File: src/rtl/word_demux_bank.sv
// N-channel demultiplexing register bank: routes one write word into one of
// NUM_CH holding registers, addressed or round-robin, with per-channel valids.
module word_demux_bank #(
  parameter int WIDTH     = 32,
  parameter int NUM_CH    = 4,
  parameter int OVERWRITE = 1,
  localparam int SEL_W    = $clog2(NUM_CH)
) (
  input  logic                    clk,
  input  logic                    reset_n,
  input  logic                    wr_valid,
  output logic                    wr_ready,
  input  logic [WIDTH-1:0]        wr_data,
  input  logic [SEL_W-1:0]        wr_sel,
  input  logic                    auto_mode,
  input  logic                    clr,
  input  logic [NUM_CH-1:0]       rd_ack,
  output logic [NUM_CH*WIDTH-1:0] out_data,
  output logic [NUM_CH-1:0]       out_valid,
  output logic [SEL_W-1:0]        wr_ptr,
  output logic                    full
);

  localparam int PAD_CH = 2 ** SEL_W;

  logic [WIDTH-1:0]  data_r [NUM_CH];
  logic [NUM_CH-1:0] valid_r;
  logic [SEL_W-1:0]  ptr_r;

  logic [PAD_CH-1:0] valid_pad_s;
  logic [SEL_W-1:0]  tgt_s;
  logic              sel_in_range_s;
  logic              ready_s;
  logic              accept_s;
  logic [NUM_CH-1:0] we_s;
  logic [NUM_CH-1:0] valid_nxt_s;
  logic [SEL_W-1:0]  ptr_nxt_s;

  // Round-robin successor that wraps at NUM_CH-1 for any channel count.
  function automatic logic [SEL_W-1:0] next_ptr(input logic [SEL_W-1:0] p);
    if (int'(p) == NUM_CH - 1) begin
      next_ptr = '0;
    end else begin
      next_ptr = p + SEL_W'(1);
    end
  endfunction

  // Target selection, readiness and per-channel write enables.
  always_comb begin
    valid_pad_s    = PAD_CH'(valid_r);
    sel_in_range_s = (int'(wr_sel) < NUM_CH);
    tgt_s          = auto_mode ? ptr_r : wr_sel;
    ready_s        = 1'b0;
    if (clr) begin
      ready_s = 1'b0;
    end else if (auto_mode) begin
      ready_s = ~valid_pad_s[ptr_r];
    end else begin
      ready_s = sel_in_range_s & ((OVERWRITE != 0) | ~valid_pad_s[wr_sel]);
    end
    accept_s = wr_valid & ready_s;
    for (int i = 0; i < NUM_CH; i++) begin
      we_s[i] = accept_s && (int'(tgt_s) == i);
    end
  end

  // Next valid flags and pointer; clr outranks write, write outranks ack.
  always_comb begin
    valid_nxt_s = (valid_r & ~rd_ack) | we_s;
    ptr_nxt_s   = ptr_r;
    if (clr) begin
      valid_nxt_s = '0;
      ptr_nxt_s   = '0;
    end else if (accept_s && auto_mode) begin
      ptr_nxt_s = next_ptr(ptr_r);
    end else begin
      ptr_nxt_s = ptr_r;
    end
  end

  // State registers with synchronous active-low reset.
  always_ff @(posedge clk) begin
    if (!reset_n) begin
      valid_r <= '0;
      ptr_r   <= '0;
      for (int i = 0; i < NUM_CH; i++) begin
        data_r[i] <= '0;
      end
    end else begin
      valid_r <= valid_nxt_s;
      ptr_r   <= ptr_nxt_s;
      for (int i = 0; i < NUM_CH; i++) begin
        if (we_s[i]) begin
          data_r[i] <= wr_data;
        end else begin
          data_r[i] <= data_r[i];
        end
      end
    end
  end

  for (genvar g = 0; g < NUM_CH; g++) begin : g_out
    assign out_data[g*WIDTH +: WIDTH] = data_r[g];
  end

  assign out_valid = valid_r;
  assign wr_ptr    = ptr_r;
  assign full      = &valid_r;
  assign wr_ready  = ready_s;

endmodule

File: config.mk
export PLATFORM = sky130hd
export DESIGN_NAME = word_demux_bank
export DESIGN_NICKNAME = d
export VERILOG_FILES = /design/src/rtl/word_demux_bank.sv
export SDC_FILE = /design/constraint.sdc
export NUM_CORES = 1
export LEC_CHECK = 0
export BUFFER_PORTS_ARGS = -buffer_cell sky130_fd_sc_hd__buf_4
export CAP_MARGIN = 10
export CORE_MARGIN = 10
export CORE_UTILIZATION = 50
export CTS_CLUSTER_DIAMETER = 80
export DETAILED_ROUTE_END_ITERATION = 10
export PLACE_DENSITY = 0.79
export SYNTH_ARGS = -nofsm -noshare
export SYNTH_HDL_FRONTEND = slang
export SYNTH_SLANG_ARGS = --single-unit
File: constraint.sdc
create_clock -name clk -period 4.4 [get_ports clk]
set_clock_uncertainty 0.1 [all_clocks]
set_input_delay 0.44 -clock clk [delete_from_list [all_inputs] [get_ports clk]]
set_output_delay 0.44 -clock clk [all_outputs]
set_load 0.005 [all_outputs]
# After elaboration in Yosys (flattened, before gate mapping)
# Memories as Yosys holds them, arrays and structs flattened.
# Index checks and enable logic that the tools add are counted.
# totals
register_bits,6
latchBits,0
mem_bits_rw,128
romBits,0
input_bits,43
output_inout_bits,136
wordCells,70
mem_count,1
# mem_list
name,words,width,read_ports,rd_ports_with_merged_regs,write_ports,line_no,source
data_r,4,32,4,0,4,26,logic [WIDTH-1:0] data_r [NUM_CH];
# op_classes
addsub,1
mul,0
div,0
order_cmp,1
n_eq_ne,4
shift,0
n_mux,39
n_bitwise,14
reduce_logical,8
# op_table
cell,n
32-bit two-way mux,8
1-bit two-way mux,28
1-bit OR,8
1-bit logical AND,5
4-bit AND,1
"2-bit by 1-bit equality test with 1-bit output, second input constant",2
"2-bit equality test, second input constant",2
2-bit two-way mux,2
4-bit NOT,1
4-bit OR,1
4-bit AND reduction,1
"2-bit by 3-bit less-than comparator with 1-bit output, second input constant",1
"2-bit by 1-bit adder with 2-bit output, second input constant",1
1-bit binary-select mux with 2-bit select,1
2-bit logical NOT,1
1-bit NOT,2
2-bit OR reduction,1
1-bit AND,1

# Logic depth before layout (Yosys ltp)
# depth
ltp_word,12
depth_mapped,6
depth_no_buf,4

# Worst setup path before layout
# No wires, ideal clock.
# synth_path
kind,input -> register
from,input auto_mode
to,"memory data_r[1][0], enable pin"
setup_ns,0.466
t_arrival_ns,3.425
required_time_ns,3.834
slack_ns,0.410
cell_stages,6
n_path_buf,3
path_cell_list,buf_6 mux2i_1 nand2b_1 buf_6 buf_6 o21ai_0
# synth_rtl
item,line_no,source
start: declaration,15,"input logic auto_mode,"
end: declaration,26,

==> flow_summary.ini <==
[outcome]
run_status = finished, final reports clean

[detailed_routing]
num_vias = 3232
drt_pass1_iterations = 4
wl_per_cell_um = 19.4
drt_wl_total_um = 12600
drt_drc_violations_left = 0
avgViaCountPerCell = 4.96
drt_iter0_markers = 186
antenna_violating_nets_post_route = 0

[setup_path]
worstPathBufferInverterCount = 0
top_cell_family_by_delay_on_the_critical_path = compound AO/OA/AOI/OAI gates
worst-setup-path-type = register to register
cp_slowest_cell = sky130_fd_sc_hd__o21ai_4
timing.critical_path.arrival_ns = 2.74
path_cells = mux2i_1, nand2b_2, o21ai_4
startpoint_type = register
timing.critical_path.to_type = register
delay_of_the_slowest_cell_on_the_worst_path_ns = 1.00
crit_required_ns = 4.43
path_max_fanout = 32

[cells_and_area]
final.fill_count = 663
areaGrowthSynthToFinish_pct = 37.2
layout.cells.most_common = sky130_fd_sc_hd__buf_4
layout.cells.non_filler = 652
num_antenna_cells = 0
finish.net_count = 548
most-common-layout-cells = 180 x sky130_fd_sc_hd__buf_4, 128 x sky130_fd_sc_hd__edfxtp_1, 97 x sky130_fd_sc_hd__and2_1
layout_cell_share_with_drive_strength_beyond_1_pct = 46.9
final_design_area_no_fill_mm2 = 0.00740

[floorplan]
core_mm2 = 0.0104
die_width_um = 124
design.portCount = 179
initial_core_util_pct = 51.8
placement_rows = 37
fp.dieH_um = 124
floorplan.die_area_mm2 = 0.0153

[clock_network]
clock-root-buffer = sky130_fd_sc_hd__clkbuf_8
postCtsHoldBufs = 0
worst_setup_hold_path_clk_slew_ns = 0.06
cts_made_buffers = 17
cts_setup_buffers = 0
post_cts_resize_count = 0
clockBufferDepth = 2
tritoncts = yes
worstSkewPairLatency_ns = 0.51
h-tree-depth = 4
cts_num_sinks = 134

[sta]
totalNegativeSetupSlack_ns = 0
slew_headroom_pct = 24.6
post-route-period-util_pct = 61.6
final-max-slew-violation-count = 0
max_freq_ghz = 0.369
setup_ws_ns = 1.69
unrepaired_setup_endpoints_after_global_routing = no
final_min_period_ns = 2.71
timing_worst_slew_pin_value_ns = 1.13
report.final.setup_viol = 0
final_hold_viol_count = 0
whs_ns = 0.0957

[synthesis]
synth_sequential_area_ratio_pct = 73.5
post-synth-top-area-fraction_pct = 71.3
syn-num-nets = 369
synth_warnings = 0
synth_area_leaders = sky130_fd_sc_hd__edfxtp_1 71%, sky130_fd_sc_hd__and2_1 11%, sky130_fd_sc_hd__nor3b_2 7.0%
synthesis.area_mm2 = 0.00539
synthCells = 325
post-synth-top-area-cell = sky130_fd_sc_hd__edfxtp_1
yosys_most_used_dff = sky130_fd_sc_hd__edfxtp_1
synth_cell_type_count = 27
syn-mean-instance-area_um2 = 16.6
synth_enable_flop_cells = 128
synth_async_sr_flop_share_pct = 0
synth.ff_latch_count = 134

[placement]
numPortBuffers = 178
gp_congestion = 0.805
dpl.cell_count = 621
dpl.hpwl_um = 8810
detailedPlace.worstSlack_ns = 1.55
place_area_mm2 = 0.00682

[pwr]
power.density_cell_area_mw_per_mm2 = 431
p_leak_uw = 0.00292
irDropWorstVdd_v = 0.000263

[hold_path]
timing.hold.worst.class = input port to register

[global_route]
grt_use_total_pct = 16.4
globalRoute.totalOverflow = 0
grt_pass1_vias = 3384
grt_first_pass_wirelength_um = 18600
grt_max_degree = 105
grt_antenna_before_repair = 0

[run]
drv_cap = 0
## layout make-up
type	instances	area (um^2)	area share (%)
inverter	2	7.51	0.101
sequential	134	3960	53.6
tap	136	170	2.30
multi-input combinational	169	1330	17.9
clock inverter	13	163	2.20
clock buffer	18	418	5.65
timing repair buffer	180	1350	18.3
## stage by stage
| stage | power (uW) | util [%] |
|---|---|---|
| 4_1_cts | 3220 | 71.0 |
| 6_report | 3190 | 71.0 |
| 3_3_place_gp | 1830 | 65.5 |
| 3_5_place_dp | 1840 | 65.5 |
| 2_1_floorplan | 1640 | - |
| 5_1_grt | 3290 | 71.0 |
## cells in the mapped netlist, drive strengths merged (3+ instances only)
cell type  number
edfxtp        128
and2           97
nor3b          32
clkbuf         11
buf             9
nand2           7
dfxtp           6
o21ai           6
mux2i           5
nand3b          4
o31ai           3
## cell families after synthesis
group                    synth area share [%]
adder cells (fa/ha/maj)                 0.232
multiplexers                            0.928
AND/OR/NAND/NOR                          20.7
flip-flops                               73.5
AO/OA/AOI/OAI                            1.86
buffers and inverters                    2.78
## per-layer routing
metal | up-vias | GRT usage (%) | part of all wire (%)
met2 | 136 | 27.3 | 51
li1 | 1531 | - | -
met4 | 0 | 6.91 | 1.8
met3 | 22 | 7.56 | 9.6
met1 | 1543 | 17.8 | 38
met5 | - | 0 | 0
## sequential cells by signal, indices dropped and copies added (netlist names)
signal	count
wr_ptr	2
out_valid	4
data_r	128
## report_power, final
part	switching [uW]	total (uW)	internal, uW
combinational	134	285	150
sequential	27.9	1520	1490
clock	481	1380	903
total	643	3190	2540
## tightest hold or removal path, stage by stage
cell	delay, ns
sky130_fd_sc_hd__buf_4	0.07
sky130_fd_sc_hd__nand3b_1	0.09
sky130_fd_sc_hd__o31ai_1	0.06
## worst paths after layout
path / from / to / slack (ns) / cells past startpoint
worst max-delay path: wr_ptr[0]$_SDFFE_PP0P_ / data_r[1][25]$_SDFFCE_PN0P_ / 1.69 / 3
worst min-delay path: rd_ack[3] / out_valid[3]$_SDFF_PP0_ / 0.1 / 3
worst max register to register: wr_ptr[0]$_SDFFE_PP0P_ / data_r[1][25]$_SDFFCE_PN0P_ / 1.69 / 3
worst min register to register: out_valid[3]$_SDFF_PP0_ / out_valid[3]$_SDFF_PP0_ / 0.43 / 2
Note: power is estimated with default switching activity, not from simulation.
